$ cat src/rtl/serial_adder.sv
// -----------------------------------------------------------------------------
// serial_adder -- bit-serial ripple adder built around one full-adder cell.
//
// Operands are accepted on a valid/ready handshake, added LSB-first at one bit
// per clock through a single `fa` instance with a registered carry, and the
// result is presented on a valid/ready output handshake.
//
// Optional feature: define SERIAL_ADDER_SUB_EN to add the Sub port
// (Sub=1 computes A-B by loading ~B and seeding the carry with 1).
//
// Ports:
//   Clk        in   rising-edge clock
//   Rst_n      in   asynchronous active-low reset
//   In_valid   in   A/B/Cin (and Sub) are valid
//   In_ready   out  block can accept operands (state == IDLE)
//   A, B       in   WIDTH-bit operands
//   Cin        in   carry-in seed
//   Sub        in   subtract select (only with SERIAL_ADDER_SUB_EN)
//   Out_valid  out  Sum/Cout/Overflow hold a completed result
//   Out_ready  in   consumer accepts the result
//   Sum        out  WIDTH-bit result, registered
//   Cout       out  carry out of bit WIDTH-1, registered
//   Overflow   out  signed overflow, registered
// -----------------------------------------------------------------------------

// One-bit full adder cell.
module fa (
    input  logic a,
    input  logic b,
    input  logic ci,
    output logic s,
    output logic co
);
    assign s  = a ^ b ^ ci;
    assign co = (a & b) | (ci & (a ^ b));
endmodule

module serial_adder #(
    parameter int WIDTH = 8
) (
    input  logic             Clk,
    input  logic             Rst_n,
    input  logic             In_valid,
    output logic             In_ready,
    input  logic [WIDTH-1:0] A,
    input  logic [WIDTH-1:0] B,
    input  logic             Cin,
`ifdef SERIAL_ADDER_SUB_EN
    input  logic             Sub,
`endif
    output logic             Out_valid,
    input  logic             Out_ready,
    output logic [WIDTH-1:0] Sum,
    output logic             Cout,
    output logic             Overflow
);

    localparam int CW = $clog2(WIDTH);
    localparam logic [CW-1:0] LAST_BIT = CW'(WIDTH - 1);

    typedef enum logic [1:0] {
        IDLE = 2'd0,
        RUN  = 2'd1,
        HOLD = 2'd2
    } state_t;

    state_t           state_q, state_d;
    logic [WIDTH-1:0] a_sr_q, a_sr_d;
    logic [WIDTH-1:0] b_sr_q, b_sr_d;
    logic [WIDTH-1:0] s_sr_q, s_sr_d;
    logic             carry_q, carry_d;
    logic [CW-1:0]    cnt_q, cnt_d;
    logic [WIDTH-1:0] sum_q, sum_d;
    logic             cout_q, cout_d;
    logic             ovf_q, ovf_d;
    logic             out_valid_q, out_valid_d;

    logic             fa_s, fa_co;
    logic             last_bit;
    logic [WIDTH-1:0] s_sr_shifted;

    fa u_fa (
        .a  (a_sr_q[0]),
        .b  (b_sr_q[0]),
        .ci (carry_q),
        .s  (fa_s),
        .co (fa_co)
    );

    assign last_bit     = (cnt_q == LAST_BIT);
    // New sum bit enters at the MSB; after WIDTH shifts bit 0 sits at the LSB.
    assign s_sr_shifted = {fa_s, s_sr_q[WIDTH-1:1]};

    // State register.
    // NOTE: sequential state uses non-blocking (<=) so every flop samples the
    // pre-edge values; blocking here would create order-dependent behaviour.
    always_ff @(posedge Clk or negedge Rst_n) begin
        if (!Rst_n) begin
            state_q <= IDLE;
        end else begin
            state_q <= state_d;
        end
    end

    // Next-state logic.
    always_comb begin
        state_d = state_q;
        unique case (state_q)
            IDLE:    if (In_valid)  state_d = RUN;
            RUN:     if (last_bit)  state_d = HOLD;
            HOLD:    if (Out_ready) state_d = IDLE;
            default:                state_d = IDLE;
        endcase
    end

    // Output decode: In_ready comes from the state register only, so there
    // is no combinational path from Out_ready.
    always_comb begin
        In_ready = (state_q == IDLE);
    end

    // Datapath next-values.
    always_comb begin
        // NOTE: every target gets a hold default first so no branch can leave
        // one unassigned and infer a latch.
        a_sr_d      = a_sr_q;
        b_sr_d      = b_sr_q;
        s_sr_d      = s_sr_q;
        carry_d     = carry_q;
        cnt_d       = cnt_q;
        sum_d       = sum_q;
        cout_d      = cout_q;
        ovf_d       = ovf_q;
        out_valid_d = out_valid_q;

        unique case (state_q)
            IDLE: begin
                if (In_valid) begin
                    a_sr_d = A;
                    s_sr_d = '0;
                    cnt_d  = '0;
`ifdef SERIAL_ADDER_SUB_EN
                    // A - B = A + ~B + 1; Cin is ignored when subtracting.
                    b_sr_d  = Sub ? ~B : B;
                    carry_d = Sub ? 1'b1 : Cin;
`else
                    b_sr_d  = B;
                    carry_d = Cin;
`endif
                end
            end
            RUN: begin
                s_sr_d  = s_sr_shifted;
                a_sr_d  = {1'b0, a_sr_q[WIDTH-1:1]};
                b_sr_d  = {1'b0, b_sr_q[WIDTH-1:1]};
                carry_d = fa_co;
                cnt_d   = cnt_q + CW'(1);
                if (last_bit) begin
                    sum_d       = s_sr_shifted;
                    cout_d      = fa_co;
                    // carry_q is the carry into the MSB on this edge.
                    ovf_d       = carry_q ^ fa_co;
                    out_valid_d = 1'b1;
                end
            end
            HOLD: begin
                if (Out_ready) out_valid_d = 1'b0;
            end
            default: ;
        endcase
    end

    // Datapath and result registers; reset discards any in-flight operation.
    always_ff @(posedge Clk or negedge Rst_n) begin
        if (!Rst_n) begin
            a_sr_q      <= '0;
            b_sr_q      <= '0;
            s_sr_q      <= '0;
            carry_q     <= 1'b0;
            cnt_q       <= '0;
            sum_q       <= '0;
            cout_q      <= 1'b0;
            ovf_q       <= 1'b0;
            out_valid_q <= 1'b0;
        end else begin
            a_sr_q      <= a_sr_d;
            b_sr_q      <= b_sr_d;
            s_sr_q      <= s_sr_d;
            carry_q     <= carry_d;
            cnt_q       <= cnt_d;
            sum_q       <= sum_d;
            cout_q      <= cout_d;
            ovf_q       <= ovf_d;
            out_valid_q <= out_valid_d;
        end
    end

    assign Sum       = sum_q;
    assign Cout      = cout_q;
    assign Overflow  = ovf_q;
    assign Out_valid = out_valid_q;

endmodule
$ cat config.mk
export PLATFORM = sky130hd
export DESIGN_NAME = serial_adder
export DESIGN_NICKNAME = d
export VERILOG_FILES = /design/src/rtl/serial_adder.sv
export SDC_FILE = /design/constraint.sdc
export NUM_CORES = 1
export LEC_CHECK = 0
export ABC_AREA = 1
export BUFFER_PORTS_ARGS = -buffer_cell sky130_fd_sc_hd__buf_2
export CORE_UTILIZATION = 59
export DETAILED_ROUTE_END_ITERATION = 10
export GPL_ROUTABILITY_DRIVEN = 0
export PLACE_DENSITY = 0.86
export SKIP_LAST_GASP = 1
export SLEW_MARGIN = 5
export SYNTH_ARGS = -nofsm -noshare
export SYNTH_HDL_FRONTEND = slang
export SYNTH_SLANG_ARGS = --single-unit
$ cat constraint.sdc
create_clock -name Clk -period 2.14 [get_ports Clk]
set_clock_uncertainty 0.1 [all_clocks]
set_input_delay 0.214 -clock Clk [delete_from_list [all_inputs] [get_ports Clk]]
set_output_delay 0.214 -clock Clk [all_outputs]
set_load 0.02 [all_outputs]
==> summary by stage <==
Timing
The total count of hold-check failures in the final report was 0. Setup repair after global routing left no endpoint under its margin. The count of endpoints failing setup in the final report is 0. The final setup TNS is 0 ps. The worst pin sits at a relative slew slack of 44.0%.

The pin slew with the least headroom to its limit is between 800 and 900 ps. The final max-slew violation count is 0. The fmax is roughly 0.56 GHz. The final critical-path required period is about 1800 ps. The period utilization is a little over four fifths.

Flow run
The number of maximum-capacitance constraint violations is 0.

Final layout
The signed area change from the synthesized netlist to the final layout is 16.0%. Of the cells placed in the final design, the portion with a size suffix greater than 1 is approximately 18%. The final layout net count is just under 300.

The final design utilization is about 75%. Leaving out fill and tap cells, the most frequent cell in the layout is sky130_fd_sc_hd__nand2_1. The total of fill cells in the finished design is around 220. The top cell types in the final layout, fill and taps aside, are sky130_fd_sc_hd__nand2_1 (92), sky130_fd_sc_hd__dfrtp_1 (40), sky130_fd_sc_hd__inv_1 (38). The repair_antennas step left the layout with diodes totalling 0.

Placed design
The detailed placer's ending HPWL is approximately 2200 um. The number of buffers inserted by port buffering is 32.

Detailed routing
The total detailed-routing wirelength is ~3400 um. Once detail routing completed, the nets flagged for antenna violations numbered 0. In the final routed layout, each cell accounts on average for approximately 11 um.

Detailed routing placed a total of around 1600 um of wire on met2. Summing over every cut layer, the via total after detailed routing is approximately 1.5k. In this run, the number of DRC markers left after iteration 0 of detailed routing was 80. The remaining design rule violation count is 0. The number of vias per cell is 4.76. In this run the top signal layer used is met4.

The met3 routed wirelength is between 150 and 200 um. The first TritonRoute pass finished after 5 iterations. The detailed router put a total of 1540 um of wire on met1.

Synth
The biggest area contributor in the post-synthesis netlist is sky130_fd_sc_hd__dfrtp_1. The number of nets in the synthesized netlist is 254. The mapped cell area is about 1900 um^2. After synthesis, the cell types taking the most area are sky130_fd_sc_hd__dfrtp_1 (54%), sky130_fd_sc_hd__nand2_1 (19%), sky130_fd_sc_hd__inv_1 (7.7%). For this run, the number of Yosys warnings is 0. Averaged over all synthesized cells, the footprint is roughly 8.1 um^2. The number of different library cells in the post-synthesis netlist is 20.

The sequential area share after synthesis is between 50 and 60%. The count of state elements after synthesis is 40. The gate count of the mapped netlist is 230. The fraction of post-synthesis cell area in the top cell type by area is 53.9%.

CTS
The clock latency at the later pin of the worst-skew pair is 360 ps. After clock tree synthesis, the clock-pin slew on the worst setup and hold paths is between 100 and 150 ps. In this run the number of H-tree levels came out at 2.

The maximum count of clock buffers along a single path is 2. The clock root buffer is sky130_fd_sc_hd__clkbuf_4. The total CTS buffers is 5. TritonCTS built the clock tree. The count of clock tree sinks is 40.

Critical path
The category of the worst setup path capture point is an output pin. For this run, the slowest stage of the critical path takes 420 ps. The sort of element at the start of the critical path is a flip-flop.

The setup check on the worst reg-to-reg path leaves a slack of around 430 ps. The data required time of the critical path is approximately 1800 ps. The number of buffer and inverter instances along the worst setup path is 2. The largest individual stage delay along the critical path comes from the cell sky130_fd_sc_hd__dfrtp_1. In this run the worst path has a maximum fanout of 18.

The kind of cell with the highest combined delay on the critical path is buffers and inverters. The classification of the worst setup path is reg2out. Walking the worst path, the cells encountered are buf_4 -> nor2_1 -> buf_2. At the worst endpoint, the arrival time is 1480 ps.

Power and ir drop
The power consumption is about 3.2 mW. For this design the static power due to leakage is ~1.2 nW. The maximum resistive drop on vdd is roughly 0.91 mV. The power per cell area is approximately 1500 nW/um^2.

GRT
The sum of overflow across all layers after global routing is 0. The first global-routing pass estimated 6080 um of wire. In the global route stage, overall resource usage came out at 24.3%.

The number of antenna violations at the first check in global routing is 0. Entering global routing, the biggest net connects ~40 pins. The via count of the first global-routing pass is 1485.

Floorplanning
The initial utilization of the core area, before any placement, comes to between 60 and 70%. The die width is approximately 58 um. The vertical extent of the die is 58.1 um.

The floorplan core area is 2880 um^2. The row count is 19. The die covers 3380 um^2. In this run the count of I/O pins placed on the die edge is 33.

Min path
The class of the tightest hold or removal check is in2reg.

Status
The flow ran to the end, and the final reports show no timing, DRC or antenna violations.
-- cells in the mapped netlist --
library cell and count:
sky130_fd_sc_hd__a21oi_1 1, sky130_fd_sc_hd__buf_2 4, sky130_fd_sc_hd__buf_4 1, sky130_fd_sc_hd__buf_6 3, sky130_fd_sc_hd__clkbuf_1 1, sky130_fd_sc_hd__dfrtp_1 40, sky130_fd_sc_hd__fa_1 1, sky130_fd_sc_hd__ha_1 2
sky130_fd_sc_hd__inv_1 38, sky130_fd_sc_hd__inv_2 2, sky130_fd_sc_hd__inv_6 1, sky130_fd_sc_hd__nand2_1 92, sky130_fd_sc_hd__nand2_4 2, sky130_fd_sc_hd__nand3_1 18, sky130_fd_sc_hd__nor2_1 3, sky130_fd_sc_hd__nor2_2 1
sky130_fd_sc_hd__o21ai_0 6, sky130_fd_sc_hd__o21ai_1 12, sky130_fd_sc_hd__o31ai_1 1, sky130_fd_sc_hd__xor2_1 1
-- cell families (layout without fill, tap and decap cells) --
| logic type | after synthesis | count (layout) | synth area share [%] |
|---|---|---|---|
| XOR/XNOR | 1 | 1 | 0.472 |
| flip-flops | 40 | 40 | 53.9 |
| AO/OA/AOI/OAI | 20 | 20 | 5.53 |
| buffers and inverters | 50 | 87 | 12.1 |
| AND/OR/NAND/NOR | 116 | 116 | 25.6 |
| adder cells (fa/ha/maj) | 3 | 3 | 2.43 |
-- worst reg2reg max path, stage by stage (launching register included) --
cell and delay (ps):
sky130_fd_sc_hd__dfrtp_1 410, sky130_fd_sc_hd__ha_1 200, sky130_fd_sc_hd__ha_1 200, sky130_fd_sc_hd__nand2_1 480, sky130_fd_sc_hd__nand2_1 130, sky130_fd_sc_hd__o21ai_1 100
-- path summary, 6_finish.rpt --
check | to | startpoint | cells past startpoint
worst max register to register | Sum[6] | cnt_q[0] | 5
max in group asynchronous | b_sr_q[4] | Rst_n | 2
worst min-delay path | state_q[0] | In_valid | 3
worst min register to register | cnt_q[0] | cnt_q[0] | 1
worst max-delay path | In_ready | state_q[0] | 3
min in group asynchronous | Sum[2] | Rst_n | 2
-- power by group --
| part | internal (mW) | switching [mW] |
|---|---|---|
| Sequential | 1.10 | 0.187 |
| Clock | 0.310 | 0.250 |
| Combinational | 0.468 | 0.851 |
-- layer usage --
layer | vias up | track usage [%]
li1 | 756 | -
met1 | 669 | 29.0
met2 | 38 | 40.9
met3 | 7 | 4.91
met4 | 0 | 14.3
met5 | - | 0
-- area by class of cell --
class	instances	area, um^2	area share (%)
flip-flops and latches	40	1000	46.5
multi-input cells	140	632	29.3
repair buffers	38	215	9.99
inverters	41	159	7.38
clock buffers	7	65.1	3.02
well taps	42	52.6	2.44
clock inverters	1	30.0	1.39
-- repair_timing --
| item | 4_1_cts | 5_1_grt |
|---|---|---|
| gates resized for setup | 0 | 0 |
| hold buffers | 4 | 0 |
| buffers inserted | 0 | 0 |
| endpoints found under the hold margin | 43 | 0 |
-- registers in the layout, indices dropped and copies added (netlist names) --
register,count
carry_q,1
state_q,2
b_sr_q,8
Cout,1
Sum,8
cnt_q,3
a_sr_q,8
Out_valid,1
s_sr_q,7
Overflow,1
-- metrics by stage --
stage,hold WS (ps),std cells,area [um^2],setup WS [ps]
floorplan,-182,230,1860,825
global placement,262,297,2020,538
detailed placement,266,297,2020,458
CTS,31.1,309,2150,353
global route,63.6,309,2150,259
finish,33.6,309,2150,349
Power figures use the tool's default switching activity.
